$ cat src/rtl/des_block_ctrl.sv
// des_block_ctrl: launches one block at a time into the DES round core,
// waits for the core's finish level, and hands the result downstream.
// A watchdog bounds the wait and raises a sticky error on a hung core.
//
// Handshakes: a transfer happens on a rising clk edge where valid and ready
// are both 1. A source holds valid (and its data) until that edge, and
// ready never depends combinationally on valid. Here in_ready and out_valid
// are both registered, so no combinational path crosses the block.
module des_block_ctrl #(
    parameter int DATA_W  = 64,
    parameter int TIMEOUT = 32,
    parameter int CNT_W   = 16
) (
    input  logic              clk,
    input  logic              reset_n,
    input  logic              in_valid,
    output logic              in_ready,
    input  logic [DATA_W-1:0] in_data,
    output logic              core_init,
    output logic [DATA_W-1:0] core_data,
    input  logic              core_finish,
    input  logic [DATA_W-1:0] core_result,
    output logic              out_valid,
    input  logic              out_ready,
    output logic [DATA_W-1:0] out_data,
    output logic              busy,
    output logic              err,
    output logic [CNT_W-1:0]  blk_cnt,
    output logic [1:0]        state_dbg
);

    localparam int WD_W = $clog2(TIMEOUT + 1);
    localparam logic [WD_W-1:0] WD_LAST = WD_W'(TIMEOUT - 1);

    typedef enum logic [1:0] {
        ST_IDLE   = 2'd0,
        ST_LAUNCH = 2'd1,
        ST_WAIT   = 2'd2,
        ST_HOLD   = 2'd3
    } state_t;

    state_t              state_q, state_d;
    logic                in_ready_q, in_ready_d;
    logic                core_init_q, core_init_d;
    logic [DATA_W-1:0]   core_data_q, core_data_d;
    logic                out_valid_q, out_valid_d;
    logic [DATA_W-1:0]   out_data_q, out_data_d;
    logic                busy_q, busy_d;
    logic                err_q, err_d;
    logic [CNT_W-1:0]    blk_cnt_q, blk_cnt_d;
    logic [WD_W-1:0]     wdog_q, wdog_d;

    // Next-state and datapath updates; the registered strobes are derived
    // from the next state so they line up with the state they describe.
    always_comb begin
        state_d     = state_q;
        core_data_d = core_data_q;
        out_valid_d = out_valid_q;
        out_data_d  = out_data_q;
        err_d       = err_q;
        blk_cnt_d   = blk_cnt_q;
        wdog_d      = wdog_q;

        case (state_q)
            ST_IDLE: begin
                if (in_valid && in_ready_q) begin
                    core_data_d = in_data;
                    err_d       = 1'b0;
                    wdog_d      = '0;
                    state_d     = ST_LAUNCH;
                end
            end
            ST_LAUNCH: begin
                // finish may still be high from the previous block; ignore it.
                state_d = ST_WAIT;
            end
            ST_WAIT: begin
                if (core_finish) begin
                    out_data_d  = core_result;
                    out_valid_d = 1'b1;
                    state_d     = ST_HOLD;
                end else if (wdog_q == WD_LAST) begin
                    err_d   = 1'b1;
                    state_d = ST_IDLE;
                end else begin
                    wdog_d = wdog_q + 1'b1;
                end
            end
            ST_HOLD: begin
                if (out_ready) begin
                    out_valid_d = 1'b0;
                    blk_cnt_d   = blk_cnt_q + 1'b1;
                    state_d     = ST_IDLE;
                end
            end
            default: begin
                state_d = ST_IDLE;
            end
        endcase

        in_ready_d  = (state_d == ST_IDLE);
        core_init_d = (state_d == ST_LAUNCH);
        busy_d      = (state_d != ST_IDLE);
    end

    // State and output registers; reset aborts any block in flight.
    always_ff @(posedge clk or negedge reset_n) begin
        if (!reset_n) begin
            state_q     <= ST_IDLE;
            in_ready_q  <= 1'b1;
            core_init_q <= 1'b0;
            core_data_q <= '0;
            out_valid_q <= 1'b0;
            out_data_q  <= '0;
            busy_q      <= 1'b0;
            err_q       <= 1'b0;
            blk_cnt_q   <= '0;
            wdog_q      <= '0;
        end else begin
            state_q     <= state_d;
            in_ready_q  <= in_ready_d;
            core_init_q <= core_init_d;
            core_data_q <= core_data_d;
            out_valid_q <= out_valid_d;
            out_data_q  <= out_data_d;
            busy_q      <= busy_d;
            err_q       <= err_d;
            blk_cnt_q   <= blk_cnt_d;
            wdog_q      <= wdog_d;
        end
    end

    assign in_ready  = in_ready_q;
    assign core_init = core_init_q;
    assign core_data = core_data_q;
    assign out_valid = out_valid_q;
    assign out_data  = out_data_q;
    assign busy      = busy_q;
    assign err       = err_q;
    assign blk_cnt   = blk_cnt_q;
    assign state_dbg = state_q;

endmodule

$ cat config.mk
export PLATFORM = sky130hd
export DESIGN_NAME = des_block_ctrl
export DESIGN_NICKNAME = d
export VERILOG_FILES = /design/src/rtl/des_block_ctrl.sv
export SDC_FILE = /design/constraint.sdc
export NUM_CORES = 1
export LEC_CHECK = 0
export BUFFER_PORTS_ARGS = -buffer_cell sky130_fd_sc_hd__buf_4
export CAP_MARGIN = 0
export CORE_AREA = 2 2 114 116
export DETAILED_ROUTE_END_ITERATION = 12
export DIE_AREA = 0 0 116 118
export GPL_TIMING_DRIVEN = 0
export PLACE_DENSITY_LB_ADDON = 0.08
export SYNTH_ARGS = -nofsm -noshare
export SYNTH_HDL_FRONTEND = slang
export SYNTH_SLANG_ARGS = --single-unit
export TNS_END_PERCENT = 20
$ cat constraint.sdc
create_clock -name clk -period 3.6 [get_ports clk]
set_input_delay 0.18 -clock clk [delete_from_list [all_inputs] [get_ports clk]]
set_output_delay 0.18 -clock clk [all_outputs]
set_load 0.02 [all_outputs]
== After elaboration in Yosys (flattened, before gate mapping) ==
Cells that the tools add are included.
W data, S select, Z words.
Cells by class
  equal/unequal tests: 11
  add/subtract/negate cells: 2
  muxes and demuxes: 16
  reduce and logical (&&, ||, !) cells: 12
Operator list (number)
  $mux W6: 3
  $add A16 B1 Y16 const B: 1
  $ne A2 B2 Y1 const B: 6
  $pmux W6 S2: 1
  $mux W2: 4
  $pmux W2 S4: 1
  $reduce_and A4 Y1: 2
  $add A6 B1 Y6 const B: 1
  $eq A6 B5 Y1 const B: 1
  $reduce_and A2 Y1: 3
  $reduce_bool A2 Y1: 3
  $mux W1: 5
  $eq A2 B1 Y1 const B: 2
  $eq A2 B2 Y1 const B: 2
  $logic_not A2 Y1: 2
  $pmux W1 S2: 2
  $reduce_and A3 Y1: 1
  $logic_and A1 B1 Y1: 1
Word-level totals
  output and inout port bits: 151
  input port bits: 133
  register bits after elaboration: 157

== Depth between registers and ports, before layout ==
Gate-level depths: netlist of run 1.
  depth in word-level cells: 5
  gate-level depth with buffers: 6

== Worst setup path before layout of run 1 ==
OpenSTA, ideal clock, no wires.
  path type: register to register
  from: register state_q[1], in the netlist state_dbg[1]
  to: register blk_cnt_q[13], in the netlist blk_cnt[13]
  setup slack: 2015 ps
  cell stages (with the launch flop): 6
  data arrival time: 1454 ps
  buffers on the path: 1
  clock period less this slack: 1585 ps
  required time: 3470 ps
  cells stage by stage: dfrtp_1 > buf_4 > nand4_1 > nor4_2 > nand3_1 > xnor2_1
On the way
  cells in the longest elaborated chain, start to end: 2
RTL lines
  start, declared: RTL line 42  | state_t state_q, state_d;
  start signal, assigned: RTL line 120  | state_q <= state_d;
  $eq A2 B2 Y1: RTL line 64  | case (state_q)
  $reduce_and A2 Y1 (no line)
  end signal, assigned: RTL line 128  | blk_cnt_q <= blk_cnt_d;
  end, declared: RTL line 50  | logic [CNT_W-1:0] blk_cnt_q, blk_cnt_d;
Every way passes these cells.
A chain may end at the register's enable or synchronous reset.

== Final worst setup path of run 1 ==
  from: register state_q[0], in the netlist state_dbg[0]
  to: register out_data_q[14], in the netlist out_data[14]
On the way
  cells in the longest elaborated chain, start to end: 2
RTL lines
  $eq A2 B2 Y1: RTL line 64
  $reduce_and A2 Y1 (no line)
  end signal, assigned: RTL line 125  | out_data_q <= out_data_d;
  end, declared: RTL line 47  | logic [DATA_W-1:0] out_data_q, out_data_d;
Every way passes these cells.

==> metrics, run 1 <==
Design Area, Final 0.0104 sq mm; first-pass GRT wire length 30200 microns; initial DRC count 241; critical path class register to register; gr ovfl total 0; Flop pwr share 35.4%; critical path required time 3890 ps; TritonCTS buffer count 17; sequential share of the synthesized area 64.3%; P_int 5.39 mW; pin count of the biggest net entering global routing 106; DIE AREA 0.0137 sq mm; relative slew slack 65.3%; CTS tree built; CP endpoint kind register; Max Slew Vio Count 0; Max Clock Freq 0.592 GHz; port bufs 283; TNS Setup 0 ps; share of cells above drive strength 1 41.4%; Die H 118 microns; Hold Crit Depth 2; outcome finished, final reports clean; routability cong. 0.803; Fillers 620; nets 1090; synth warn 0; Slew @ Worst Pin 521 ps; synth-to-layout area growth 69.4%; die width 116 microns; row count 41; drt total wl 19400 microns; Distinct cells, synth 39; Crit path arrival time 1980 ps; leakage 5.34 nW; DR pass1 iterations 4; clk_lat worst skew 420 ps; post-synth top area share 63.9%; Syn Area/Cell 11.6 sq um; hpwl dp 11900 microns; Worst-path clk slew 60 ps; Max Clock Skew 8.39 ps; fin crit share 46.9%; sw frac 36.6%; RSZ-0062 raised after global routing false; vias per cell 4.81; dpl cell area 0.00848 sq mm; async set-reset flop share out of synthesis 100%; Synth top cells by count nand2_1 (206), dfrtp_1 (156), mux2_2 (66); Net Switching 3.12 mW; min Tclk post-route 1690 ps; GRT Overall Usage 28.7%; leading area contributor after synthesis dfrtp_1; maximum clock path buffer count 2; Post-Syn Instances 527; Post-synth top flop dfrtp_1; root buf cell clkbuf_16; Num Clock Sinks 157; DR DRC count 0; Peak VDD IR 0.578 mV; MaxCap Viol Count 0; Mapped Nets 662; Initial Utilization 49.2%; Final Hold Viols 0; Clock power frac 21.8%; CP startpoint kind register; Yosys reg bits 157; EDFF count, synth 0; final number of setup-violating endpoints 0; synth top area cells dfrtp_1 (64%), nand2_1 (13%), mux2_2 (12%), xor2_1 (1.1%), xnor2_1 (1.0%); Core ar. 0.0124 sq mm; Combinational Power Share 42.8%; I/O Pins 284; total number of vias 5488; # H-tree levels 4; vias in the first global route 5993; Final ANT Viol Nets 0; initial antenna violation count 1; cell area after synthesis 0.00611 sq mm; Reg2Reg Depth 5; post-CTS setup buffers 0; mean routed wirelength per cell 17.0 microns; critical-path maximum fanout 10; pwr dens 822 mW/mm^2; worst hold path class input pin to register; most instantiated library cell after synthesis nand2_1
## worst max-delay path, stage by stage, from the launching register on
cell     delay (ps)
dfrtp_1         380
buf_4           170
nor2b_1         200
nand2_2         220
buf_2           270
mux2_2          310
## area by class of cell
type                            instances  area [sq um]  share of cell area, %
Sequential cell                       157          3930                   38.0
Inverter                                3          11.3                  0.109
Clock inverter                          6           105                   1.02
Antenna cell                            1          2.50                 0.0242
Multi-Input combinational cell        344          2060                   19.9
Clock buffer                           26           509                   4.92
Buffer                                 23           109                   1.05
Timing Repair Buffer                  409          3410                   32.9
Tap cell                              172           215                   2.08
## kinds of logic after synthesis
group / after synthesis / share of synthesized area [%]
AOI/OAI and AO/OA: 11 / 1.49
buffers and inverters: 26 / 1.97
muxes: 70 / 12.8
xor gates and xnor gates: 15 / 2.15
and+or+nand+nor: 246 / 16.9
adders and majority gates: 2 / 0.409
DFF: 157 / 64.3
## layout by cell type (no fill, tap or decap), types with 5 or more instances in the layout
cell type	n
buf_4	284
clkbuf_16	17
mux2_2	66
dlygate4sd3_1	125
xnor2_1	7
nand3_1	8
xor2_1	8
clkbuf_1	10
dfrtp_1	156
nor2_1	5
buf_2	12
nand2_1	206
clkbuf_8	5
## metal layers
layer | wire length, microns | global-route usage (%)
met3 | 1550 | 9.42
met5 | 0 | 0
met4 | 561 | 12.0
met2 | 10300 | 51.8
met1 | 7070 | 30.1
## power groups by stage
stage                     sequential [mW]  combinational [mW]  clock (mW)
after floorplan                      3.84               0.977           0
after global placement               2.94                3.40           0
after detailed placement             2.99                3.48           0
after CTS                            2.97                3.59        1.87
after global routing                 3.10                3.87        1.95
final                                3.01                3.65        1.85
## path summary, 6_finish.rpt
kind / startpoint / to / slack [ps]
min reg2reg: core_data[62]$_DFFE_PN0P_ / core_data[62]$_DFFE_PN0P_ / 480
min in group asynchronous: reset_n / out_data[40]$_DFFE_PN0P_ / 310
max in group asynchronous: reset_n / out_data[32]$_DFFE_PN0P_ / 2390
max reg2reg: state_dbg[0]$_DFF_PN0_ / out_data[14]$_DFFE_PN0P_ / 1910
min: core_result[54] / out_data[54]$_DFFE_PN0P_ / 10
max: state_dbg[0]$_DFF_PN0_ / out_data[14]$_DFFE_PN0P_ / 1910
## flip-flops by register name (all words and copies together) (netlist names)
register and count:
busy 1, in_ready 1, state_dbg 2, core_init 1, out_valid 1, wdog_q 6, out_data 64, blk_cnt 16
err 1, core_data 64
## repair_timing
item,4_1_cts,5_1_grt
resized for setup,0,0
hold endpoints to repair,174,1
hold buffers,124,1
## metrics by stage
| step | cells | utilization, % | hold slack (ps) | power (mW) | setup slack, ps |
|---|---|---|---|---|---|
| after floorplan | 527 | - | -116 | 4.81 | 2020 |
| after global placement | 982 | 68.1 | 369 | 6.35 | 1620 |
| after detailed placement | 983 | 68.3 | 160 | 6.46 | 1950 |
| after CTS | 1139 | 83.3 | 1.71 | 8.43 | 1930 |
| after global routing | 1141 | 83.4 | 0.335 | 8.92 | 1810 |
| final | 1141 | 83.4 | 14.7 | 8.51 | 1910 |
Power figures use the tool's default switching activity.
==> inputs of run 2 (changes only) <==
--- a/config.mk
+++ b/config.mk
@@ -7,9 +7,9 @@
 export LEC_CHECK = 0
 export BUFFER_PORTS_ARGS = -buffer_cell sky130_fd_sc_hd__buf_4
 export CAP_MARGIN = 0
-export CORE_AREA = 2 2 114 116
+export CORE_AREA = 2 2 124 126
 export DETAILED_ROUTE_END_ITERATION = 12
-export DIE_AREA = 0 0 116 118
+export DIE_AREA = 0 0 126 128
 export GPL_TIMING_DRIVEN = 0
 export PLACE_DENSITY_LB_ADDON = 0.08
 export SYNTH_ARGS = -nofsm -noshare
==> constraint.sdc (replaced) <==
create_clock -name clk -period 1.38 [get_ports clk]
set_input_delay 0.069 -clock clk [delete_from_list [all_inputs] [get_ports clk]]
set_output_delay 0.069 -clock clk [all_outputs]
set_load 0.02 [all_outputs]
==> metrics, run 2 (synthesized netlist as in run 1, its figures left out) <==
row count 45; vias per cell 4.70; die width 126 microns; Num Clock Sinks 157; Top Usage Layer GRT met2; mean routed wirelength per cell 15.7 microns; area of the multi-input gates 0.00215 sq mm; Core ar. 0.0149 sq mm; Max Slew Vio Count 0; Max Clock Freq 0.652 GHz; CP endpoint kind register; Crit path arrival time 1830 ps; drt total wl 18300 microns; initial DRC count 139; min Tclk post-route 1530 ps; n_diodes 0; worst hold path class input pin to register; initial antenna violation count 0; Final ANT Viol Nets 0; gr ovfl total 0; final number of setup-violating endpoints 121; CP startpoint kind register; Initial Utilization 41.1%; minimum setup slack after placement -346 ps; hpwl dp 11900 microns; failing checks negative setup slack; Slew @ Worst Pin 649 ps; slowest CP cell dfrtp_2; CTS tree built; port bufs 283; leakage 5.49 nW; pin count of the biggest net entering global routing 88; GRT Overall Usage 22.7%; outcome finished, violations left; max incr delay on CP 420 ps; TritonCTS buffer count 17; first-pass GRT wire length 29000 microns; critical-path maximum fanout 9; nets 1103; clk_lat worst skew 420 ps; Die H 128 microns; critical path class register to register; Worst-path clk slew 60 ps; # H-tree levels 4; DR DRC count 0; relative slew slack 56.7%; RSZ-0062 raised after global routing true; fin crit share 111%; Peak VDD IR 1.07 mV; critical path required time 1670 ps; sequential cell area 0.00394 sq mm; hold_ws 53.5 ps; worst path cell trace buf_8 -> nor2b_4 -> nand2_8 -> bufbuf_16 -> mux2_2; MaxCap Viol Count 0; routability cong. 0.799; commonest non-fill, non-tap cell in the layout buf_4; Max Clock Skew 7.49 ps; met1 usage 25.9%; Final Hold Viols 0; I/O Pins 284; root buf cell clkbuf_16; Fillers 998; maximum clock path buffer count 2; synth-to-layout area growth 75.3%; most frequent cells in the layout buf_4 (296), nand2_1 (206), dfrtp_1 (147); met3 Use GR 7.01%; DIE AREA 0.0161 sq mm; vias in the first global route 5775; DR pass1 iterations 4; share of cells above drive strength 1 45.0%; total number of vias 5498; PnR worst setup slack -155 ps; GRT met2 Usage 40.0%; pwr dens 2110 mW/mm^2
## run 2: cell types whose count changed in the layout (fill, tap and decap cells not counted), moves of 5 or more
cell	change
buf_4	+12
buf_2	-8
dfrtp_1	-9
clkbuf_2	+5
dlygate4sd3_1	+5
dfrtp_2	+9
clkbuf_1	-9
## run 2: final timing paths
path | cells after the start | startpoint | slack [ps] | end
worst max-delay path | 5 | state_dbg[0]$_DFF_PN0_ | -150 | out_data[58]$_DFFE_PN0P_
worst min-delay path | 3 | core_finish | 50 | out_valid$_DFFE_PN0P_
worst max register to register | 5 | state_dbg[0]$_DFF_PN0_ | -150 | out_data[58]$_DFFE_PN0P_
worst min register to register | 2 | core_data[25]$_DFFE_PN0P_ | 470 | core_data[25]$_DFFE_PN0P_
max in group asynchronous | 3 | reset_n | 280 | in_ready$_DFF_PN1_
min in group asynchronous | 2 | reset_n | 250 | blk_cnt[15]$_DFFE_PN0P_
## run 2: metrics by stage
stage | util [%] | power, mW | area (sq um) | setup TNS [ps] | std cells
final | 72.1 | 22.6 | 10700 | -8300 | 1169
after global routing | 72.1 | 23.8 | 10700 | -16860 | 1169
after CTS | 71.8 | 22.5 | 10700 | -8380 | 1166
after detailed placement | 57.3 | 16.9 | 8520 | -33550 | 999
after global placement | 57.1 | 16.7 | 8490 | -111040 | 998
after floorplan | - | 12.6 | 6130 | -5840 | 527
## run 2: worst max-delay path, delay by kind of cell (launching register included)
kind	cells	cell delay, ps
DFF	1	420
buffers and inverters	2	420
and+or+nand+nor	2	280
muxes	1	280
## run 2: what timing repair did
action / in CTS / in global routing
cloned: 2 / 0
hold buffers: 130 / 0
endpoints found under the hold margin: 200 / 0
pin swaps: 6 / 3
setup endpoints to repair: 147 / 146
buffers inserted: 3 / 3
gates resized for setup: 44 / 3
## run 2: per-layer routing
layer  vias to the layer above  part of all wire (%)
met5                         -                     0
met4                         0                   2.5
met3                        39                   7.4
met2                       233                    51
met1                      2637                    39
li1                       2589                     -
## run 2: final cells by class
| cell class | count | share of cell area (%) |
|---|---|---|
| sequential | 157 | 36.8 |
| timing repair buffer | 422 | 33.3 |
| multi-input combinational | 344 | 20.1 |
| clock buffer | 22 | 4.52 |
| tap | 188 | 2.20 |
| buffer | 23 | 1.72 |
| clock inverter | 10 | 1.27 |
| inverter | 3 | 0.105 |
## run 2: power breakdown
group / total, mW / leakage, nW / switching [mW] / internal (mW)
Sequential: 7.84 / 1.92 / 1.24 / 6.60
Clock: 4.83 / 0.298 / 1.80 / 3.03
Combinational: 9.89 / 3.28 / 5.09 / 4.80
Total: 22.6 / 5.49 / 8.14 / 14.4
